File: src/rtl/cpu_pkg.sv
// Shared CPU definitions: fetch-state encoding, instruction constants and
// small address helpers used by the fetch stage.
package cpu_pkg;

   // Fetch-stage FSM encoding
   typedef enum logic [1:0] {
      FS_BOOT   = 2'd0,
      FS_RUN    = 2'd1,
      FS_HALTED = 2'd2
   } fetch_state_e;

   // All-zero word is the architectural nop used for pipeline bubbles
   localparam logic [31:0] NOP_INST   = 32'h0000_0000;
   localparam int unsigned INST_BYTES = 32'd4;

   // Force a byte address onto a word boundary
   function automatic logic [31:0] word_align(input logic [31:0] addr);
      return addr & 32'hFFFF_FFFC;
   endfunction

   // Increment that sticks at all-ones instead of wrapping
   function automatic logic [31:0] sat_inc(input logic [31:0] val);
      logic [31:0] res;
      if (val == 32'hFFFF_FFFF) begin
         res = val;
      end else begin
         res = val + 32'd1;
      end
      return res;
   endfunction

endpackage : cpu_pkg

File: src/rtl/ifid_reg.sv
// IF/ID pipeline latch. Flush loads a bubble (nop, invalid, pc4 kept),
// load captures a fetched instruction, otherwise the contents hold.
module ifid_reg
   import cpu_pkg::*;
(
   input  logic        clk,
   input  logic        reset,
   input  logic        i_load,
   input  logic        i_flush,
   input  logic [31:0] i_inst,
   input  logic [31:0] i_pc4,
   output logic [31:0] o_inst,
   output logic [31:0] o_pc4,
   output logic        o_valid
);

   logic [31:0] r_inst;
   logic [31:0] r_pc4;
   logic        r_valid;

   // Latch update: flush wins over load; neither means hold (stall)
   always_ff @(posedge clk) begin
      if (reset) begin
         r_inst  <= NOP_INST;
         r_pc4   <= 32'h0000_0000;
         r_valid <= 1'b0;
      end else if (i_flush) begin
         r_inst  <= NOP_INST;
         r_pc4   <= r_pc4;
         r_valid <= 1'b0;
      end else if (i_load) begin
         r_inst  <= i_inst;
         r_pc4   <= i_pc4;
         r_valid <= 1'b1;
      end else begin
         r_inst  <= r_inst;
         r_pc4   <= r_pc4;
         r_valid <= r_valid;
      end
   end

   assign o_inst  = r_inst;
   assign o_pc4   = r_pc4;
   assign o_valid = r_valid;

endmodule : ifid_reg

File: src/rtl/inst_fetch_unit.sv
// Instruction fetch stage: owns the PC, drives the combinational instruction
// memory and feeds the IF/ID latch. Handles stalls, taken-branch redirects
// and stops fetching once the PC leaves the program image.
// Optional feature macro: FETCH_PERF_CNT_EN adds fetch/stall counters.
module inst_fetch_unit
   import cpu_pkg::*;
#(
   parameter logic [31:0] RESET_PC   = 32'h0000_0000,
   parameter int unsigned IMEM_WORDS = 32'd16
)(
   input  logic        clk,
   input  logic        reset,
   input  logic        stall,
   input  logic        br_taken,
   input  logic [31:0] br_target,
   output logic [31:0] imem_addr,
   input  logic [31:0] imem_inst,
   output logic [31:0] ifid_inst,
   output logic [31:0] ifid_pc4,
   output logic        ifid_valid,
   output logic        halted
`ifdef FETCH_PERF_CNT_EN
   ,
   output logic [31:0] fetch_cnt,
   output logic [31:0] stall_cnt
`endif
);

   // First byte address past the program image
   localparam logic [31:0] C_FETCH_LIMIT = 32'(IMEM_WORDS * INST_BYTES);

   fetch_state_e r_state;
   fetch_state_e w_state_nxt;
   logic [31:0]  r_pc;
   logic [31:0]  w_pc_nxt;
   logic [31:0]  w_pc_plus4;
   logic         r_halted;
   logic         w_load;
   logic         w_flush;
   logic         w_stall_cycle;

   assign w_pc_plus4 = r_pc + 32'(INST_BYTES);

   // Next-state, next-PC and IF/ID control decode
   always_comb begin
      w_state_nxt   = r_state;
      w_pc_nxt      = r_pc;
      w_load        = 1'b0;
      w_flush       = 1'b0;
      w_stall_cycle = 1'b0;
      case (r_state)
         FS_BOOT: begin
            // One bubble cycle before the first fetch; PC stays put
            w_flush     = 1'b1;
            w_state_nxt = FS_RUN;
         end
         FS_RUN: begin
            w_stall_cycle = stall & ~br_taken;
            if (br_taken) begin
               // Redirect overrides stall and squashes the fetch in flight
               w_pc_nxt = word_align(br_target);
               w_flush  = 1'b1;
            end else if (r_pc >= C_FETCH_LIMIT) begin
               // Ran off the image: stop fetching, PC parks where it is
               w_flush     = 1'b1;
               w_state_nxt = FS_HALTED;
            end else if (stall) begin
               w_pc_nxt = r_pc;
            end else begin
               w_load   = 1'b1;
               w_pc_nxt = w_pc_plus4;
            end
         end
         FS_HALTED: begin
            // Only a branch can restart fetch; stall is irrelevant here
            w_flush = 1'b1;
            if (br_taken) begin
               w_pc_nxt    = word_align(br_target);
               w_state_nxt = FS_RUN;
            end else begin
               w_pc_nxt = r_pc;
            end
         end
         default: begin
            w_flush     = 1'b1;
            w_state_nxt = FS_BOOT;
         end
      endcase
   end

   // State, PC and halted-flag registers
   always_ff @(posedge clk) begin
      if (reset) begin
         r_state  <= FS_BOOT;
         r_pc     <= RESET_PC;
         r_halted <= 1'b0;
      end else begin
         r_state  <= w_state_nxt;
         r_pc     <= w_pc_nxt;
         r_halted <= (w_state_nxt == FS_HALTED);
      end
   end

   ifid_reg u_ifid_reg (
      .clk     (clk),
      .reset   (reset),
      .i_load  (w_load),
      .i_flush (w_flush),
      .i_inst  (imem_inst),
      .i_pc4   (w_pc_plus4),
      .o_inst  (ifid_inst),
      .o_pc4   (ifid_pc4),
      .o_valid (ifid_valid)
   );

   assign imem_addr = r_pc;
   assign halted    = r_halted;

`ifdef FETCH_PERF_CNT_EN
   logic [31:0] r_fetch_cnt;
   logic [31:0] r_stall_cnt;

   // Saturating counters of real fetches and stalled RUN cycles
   always_ff @(posedge clk) begin
      if (reset) begin
         r_fetch_cnt <= 32'h0000_0000;
         r_stall_cnt <= 32'h0000_0000;
      end else begin
         r_fetch_cnt <= w_load        ? sat_inc(r_fetch_cnt) : r_fetch_cnt;
         r_stall_cnt <= w_stall_cycle ? sat_inc(r_stall_cnt) : r_stall_cnt;
      end
   end

   assign fetch_cnt = r_fetch_cnt;
   assign stall_cnt = r_stall_cnt;
`else
   // Stall qualifier only feeds the optional counters
   logic w_unused_stall;
   assign w_unused_stall = w_stall_cycle;
`endif

endmodule : inst_fetch_unit

File: config.mk
export PLATFORM = sky130hd
export DESIGN_NAME = inst_fetch_unit
export DESIGN_NICKNAME = d
export VERILOG_FILES = /design/src/rtl/cpu_pkg.sv /design/src/rtl/ifid_reg.sv /design/src/rtl/inst_fetch_unit.sv
export SDC_FILE = /design/constraint.sdc
export NUM_CORES = 1
export LEC_CHECK = 0
export CAP_MARGIN = 40
export CORE_UTILIZATION = 38
export CTS_CLUSTER_SIZE = 25
export DETAILED_ROUTE_END_ITERATION = 10
export MAX_ROUTING_LAYER = met4
export PLACE_DENSITY = 0.76
export SETUP_SLACK_MARGIN = 0.5
export SYNTH_ARGS = -nofsm -noshare
export SYNTH_HDL_FRONTEND = slang
export SYNTH_SLANG_ARGS = --single-unit
File: constraint.sdc
create_clock -name clk -period 1.52 [get_ports clk]
set_input_delay 0.304 -clock clk [delete_from_list [all_inputs] [get_ports clk]]
set_output_delay 0.304 -clock clk [all_outputs]
set_load 0.01 [all_outputs]
**Yosys cells after proc, flatten, opt, wreduce, memory -nomap -nowiden**

Index checks and enable logic that the tools add are counted.

- Multiply operators: 0
- Add/sub/neg operators: 1
- Equality and inequality tests: 6
- Shifts and indexed selects: 0
- Multiplexer cells: 16
- Div/mod/pow operators: 0
- Reductions and logical operators: 5
- Bitwise logic cells: 1
- Order comparisons: 1

Operators with widths:

| kind | number |
|---|---|
| two-way mux 32 bit | 4 |
| case mux 32 bit (2 select lines) | 1 |
| adder 32 x 3 -> 32 bit, second input constant | 1 |
| >= comparator 32 x 7 -> 1 bit, second input constant | 1 |
| two-way mux 1 bit | 7 |
| two-way mux 2 bit | 3 |
| inequality test 3 bit, second input constant | 2 |
| case mux 2 bit (3 select lines) | 1 |
| == test 2 bit, second input constant | 2 |
| AND reduction 4 bit | 1 |
| == test 2 x 1 -> 1 bit, second input constant | 1 |
| zero test 2 bit | 1 |
| inequality test 2 bit, second input constant | 1 |
| AND reduction 2 bit | 1 |
| nonzero test 2 bit | 1 |
| OR reduction 2 bit | 1 |
| NOT 1 bit | 1 |

- Output and inout bits: 98
- Bits in writable memories: 0
- Register bits after elaboration: 100
- ROM bits: 0
- Memories kept: 0
- Word-level logic and storage cells: 36
- Bits of input ports: 68
- Bits in latches: 0

**Longest topological paths before layout**

Gate-level depths: netlist of the first run.

- Depth after elaboration: 6
- Depth in mapped cells: 7
- Depth with buffers taken out: 5

**Hierarchy**

A second synthesis of the first run with hierarchy kept.

- Cells, all modules: 527
- Area total of the unflattened synthesis: 4752.1 um^2

By module, submodules not included:

| module | instances | cells an instance | seq. area each (um^2) | area each (um^2) |
|---|---|---|---|---|
| ifid_reg | 1 | 253 | 1301.2 | 2683.8 |
| inst_fetch_unit | 1 | 274 | 660.6 | 2068.2 |

**Worst setup path before layout of the first run**

Ideal clock, no wire load.

- Path kind: reg2reg
- Start: register r_pc[8] (netlist: imem_addr[8])
- End: register r_pc[23] (netlist: imem_addr[23])
- Arrival: 1558 ps
- Data required time: 1448 ps
- Setup time: 72 ps
- Period minus slack after synthesis: 1630 ps
- Path slack: -110 ps
- Stages on the path, launching flop included: 7
- Buffers on the path: 2
- Cell sequence: dfxtp_1 nor4_4 nand4_2 o21ai_2 buf_6 buf_12 mux2i_1

- Longest elaborated chain between the ends: 5
- Elaborated cells on any way between the ends: 8
- Those cells by class: add/sub: 1; order compare: 1; eq/ne: 1; mux: 4; reduce/logical: 1

Ends and longest elaborated chain:

| item | line | source |
|---|---|---|
| from (decl) | inst_fetch_unit.sv:34 | `logic [31:0] r_pc;` |
| from (signal assigned) | inst_fetch_unit.sv:99 | `r_pc <= w_pc_nxt;` |
| adder 32 x 3 -> 32 bit | inst_fetch_unit.sv:42 | `assign w_pc_plus4 = r_pc + 32'(INST_BYTES);` |
| two-way mux 32 bit | inst_fetch_unit.sv:67 | `end else if (stall) begin` |
| two-way mux 32 bit | inst_fetch_unit.sv:63 | `end else if (r_pc >= C_FETCH_LIMIT) begin` |
| two-way mux 32 bit | inst_fetch_unit.sv:59 | `if (br_taken) begin` |
| case mux 32 bit (2 select lines) | inst_fetch_unit.sv:51 | `case (r_state)` |

Several ways; a longest one is shown, not always the timed one. The select of a mux whose other input is x is not followed.
A chain may end at the register's enable or synchronous reset.

**Final worst setup path of the first run**

- Start: input port stall
- End: register r_pc[15] (netlist: imem_addr[15])

- Longest elaborated chain between the ends: 2

Ends and longest elaborated chain:

| item | line | source |
|---|---|---|
| from (decl) | inst_fetch_unit.sv:13 | `input logic stall,` |
| inequality test 3 bit (no line) | n/a |  |
| AND reduction 4 bit (no line) | n/a |  |

Every way passes these cells.

==> flow_metrics.tcl, run 1 <==
set metrics [dict create \
    totalWireLength_mm 14.9 \
    via_per_inst 5.32 \
    place_hpwl_mm 8.30 \
    start_kind "input port" \
    combPwrFrac_pct 40.6 \
    whs_path_depth 1 \
    pre_cts_slack_ns -0.489 \
    violations "negative setup slack" \
    syn-instance-count 399 \
    clk_pin_slew_ns 0.10 \
    synth_ff_type "dfxtp_1" \
    io_pins 166 \
    htreeDepth 3 \
    antenna_found_initial 0 \
    drt_iter0_drc 233 \
    grt_max_degree 37 \
    cp_max_fo 5 \
    grt_pass1_wl_mm 20.3 \
    netlist_area_sq_um 3860 \
    dieHeight_microns 103 \
    crit_path_end_kind "flop" \
    rsz0062_at_grt "yes" \
    dieArea_sq_um 10600 \
    worstMarginPinSlew_ns 0.487 \
    skew_ns 0.0142 \
    switching_share_pct 32.1 \
    slew_headroom_pct 66.7 \
    worstReg2RegEnd "imem_addr[15]" \
    synth_edf_count 0 \
    layout_min_cycle_time_ns 1.81 \
    hold_buffers 0 \
    dr.pass1.iters 4 \
    drv_slew 0 \
    n_antenna_cell 0 \
    status "finished with violations" \
    layout.cells.non_filler 797 \
    crit_arrival_ns 2.09 \
    io_buffers 159 \
    cts_tree "yes" \
    hold_viol 0 \
    overflow 0 \
    cp_cell_sequence "clkdlybuf4s50_1, nor3b_2, nand4_1, o21ai_2, buf_6, buf_16, mux2i_1" \
    whs_endpoint "u_ifid_reg.o_pc4[27]" \
    fin_crit_sh_pct 119 \
    grt_pass1_vias 4067 \
    clockRootBuffer "clkbuf_8" \
    critPathSlowestCell "clkdlybuf4s50_1" \
    worstRegToRegCells 6 \
    ys_seq_area_share_pct 49.8 \
    drv_cap 0 \
    clk_latency_ns 0.35 \
    die_w_microns 103 \
    start_util_pct 39.3 \
    cp.buffers_inverters 3 \
    setup_viol 96 \
    gr-usage-all-layers_pct 25.8 \
    cts_made_buffers 9 \
    min_path_type "reg2reg" \
    min_from "u_ifid_reg.o_pc4[27]" \
    clock-sinks 96 \
    drc 0 \
    worst_path_largest_cell_delay_ns 0.49 \
    clkPwrFrac_pct 24.5 \
    power.switching_uw 2560 \
    seqPwrFrac_pct 34.9 \
    coreArea_sq_um 9820 \
    powerDensity_nw_per_um2 1060 \
    hold_ws_ns 0.473 \
    leakagePower_uw 0.00304 \
    synthArstFlopShare_pct 0 \
    fmax_mhz 552 \
    drive_gt1_share_pct 60.4 \
    area.growth.synth_to_final_pct 95.2 \
    place_congestion 0.937 \
    vias 4238 \
    ys_ff_latch 96 \
    rows 36 \
    avgSynthCellArea_sq_um 9.66 \
    crit_type "in2reg" \
    fin_nets 729 \
    ant_nets 0 \
    cp_top_family "buffers and inverters" \
    intPower_uw 5430 \
    required_ns 1.80 \
    max-vdd-ir-drop_mv 0.762 \
    wl_per_cell_microns 18.7 \
    placed_cells 723 \
    layout_setup_ws_ns -0.292 \
    rr_startpoint "imem_addr[24]" \
    yosysUniqueCellTypes 50 \
    synth-warning-count 0 \
    cts_buffer_depth 2 \
    rrSetupSlack_ns -0.28 \
]
[how the worst max path moves through the flow]
stage	end	depth (start not counted)	from	slack (ns)
after floorplan	imem_addr[23]	6	imem_addr[14]	-0.05
after global placement	imem_addr[4]	6	stall	-0.44
after detailed placement	imem_addr[4]	6	stall	-0.49
after CTS	imem_addr[28]	6	imem_addr[24]	-0.13
after global routing	imem_addr[5]	5	imem_addr[9]	-0.36
final	imem_addr[15]	7	stall	-0.29
[registers in the layout, indices dropped and copies added, names as in the netlist]
register            cells
halted                  1
imem_addr              30
r_state                 2
u_ifid_reg.o_inst      32
u_ifid_reg.o_pc4       30
u_ifid_reg.o_valid      1
[placed cells by master (no fill, tap or decap), types with 3 or more instances in the layout]
master           netlist  final
a31oi_4                0      4
mux2i_1               23     22
a211oi_1               9      5
inv_1                  8      8
nand2_1               48     46
nor4_4                 2      6
and2_1                25     15
nor3_1                 6      5
buf_6                  2    138
clkdlybuf4s50_1        0     65
nor2_4                 0      4
o32ai_2                0      5
and3_1                 5      4
dfxtp_2                0     84
a21oi_4                2      3
a22oi_1                3      3
a221oi_2               2      3
a211oi_2               0      4
nor2_1                40     16
buf_4                  6     56
clkbuf_8               0     11
buf_12                 1      8
and2_4                 0     10
conb_1                 1      4
nand4_1                3      3
nand3_1                6      5
o22ai_1               31     31
dfxtp_4                0     11
nor2_2                 0     20
xnor2_1                3      3
a31oi_1                6      6
[through the flow]
step / util [%] / TNS [ns] / instance area, sq um / power (uW)
after floorplan: - / -0.944 / 4010 / 3870
after global placement: 61.5 / -24.67 / 6040 / 4640
after detailed placement: 61.5 / -30.27 / 6040 / 4660
after CTS: 71.9 / -6.97 / 7060 / 7340
after global routing: 76.6 / -26.81 / 7530 / 8270
final: 76.6 / -19.46 / 7530 / 8000
[cell usage after synthesis (all sizes together) (3+ instances only)]
| library cell | number | area (sq um) |
|---|---|---|
| clkbuf | 10 | 37.5 |
| a21boi | 4 | 30.0 |
| o22ai | 31 | 194 |
| and4 | 3 | 28.8 |
| o32ai | 5 | 43.8 |
| a211oi | 9 | 67.6 |
| nor3 | 7 | 46.3 |
| buf | 19 | 138 |
| a221oi | 5 | 56.3 |
| nand4 | 5 | 43.8 |
| xnor2 | 3 | 26.3 |
| nor2 | 40 | 150 |
| nor4 | 10 | 118 |
| nor2b | 3 | 18.8 |
| o21ai | 3 | 18.8 |
| inv | 9 | 33.8 |
| mux2i | 23 | 230 |
| and3 | 5 | 31.3 |
| dfxtp | 96 | 1920 |
| nand3 | 6 | 30.0 |
| a22oi | 3 | 22.5 |
| a31oi | 7 | 50.1 |
| a21oi | 6 | 56.3 |
| and2 | 25 | 156 |
| nand2 | 48 | 180 |
[logic make-up (layout without fill, tap and decap cells)]
| logic type | after synthesis | count (layout) | share of synthesized area [%] |
|---|---|---|---|
| other cells | 1 | 4 | 0.0972 |
| xor+xnor | 3 | 3 | 0.682 |
| flops | 96 | 96 | 49.8 |
| buf+inv | 38 | 296 | 5.42 |
| compound gates | 80 | 84 | 15.7 |
| fa+ha+maj | 2 | 2 | 0.649 |
| mux | 23 | 23 | 5.97 |
| simple gates | 156 | 156 | 21.7 |
[metal layers]
metal	vias up	track usage, %	wire length, microns
li1	1951	-	-
met3	46	5.97	958
met2	224	45.1	7750
met5	-	-	0
met1	2017	28.3	5740
met4	0	10.1	489
[power by group through the flow]
stage | logic [uW] | clock network, uW | registers [uW]
4_1_cts | 2600 | 1970 | 2770
2_1_floorplan | 1010 | 0 | 2850
6_report | 3250 | 1960 | 2790
3_3_place_gp | 1840 | 0 | 2810
5_1_grt | 3370 | 2100 | 2810
3_5_place_dp | 1860 | 0 | 2810
[timing repair]
action,in CTS,in global routing
pin swaps,25,13
setup endpoints to repair,190,190
setup buffers,29,21
resized for setup,611,79
cloned,4,4
[worst register-to-register path: cells and delay by family (launching register included)]
family	cells	cell delay, ns
DFF	1	0.35
buffers and inverters	2	0.28
muxes	1	0.21
AOI/OAI and AO/OA	1	0.26
and+or+nand+nor	2	0.62
[layout make-up]
type                       count  area [sq um]
timing repair buffer         271          2880
multi-input combinational    272          2140
clock inverter                 5          86.3
clock buffer                  11           151
inverter                       9          33.8
fill                         617          2290
sequential                    96          2070
tap                          133           166
No activity file was read; power rests on OpenSTA's default activity.
==> run 2, diff against run 1 <==
Settings changed: CTS_CLUSTER_SIZE 25 to 24.
==> results of run 2 <==
Final layout, timing and power as in run 1 (identical DEF).
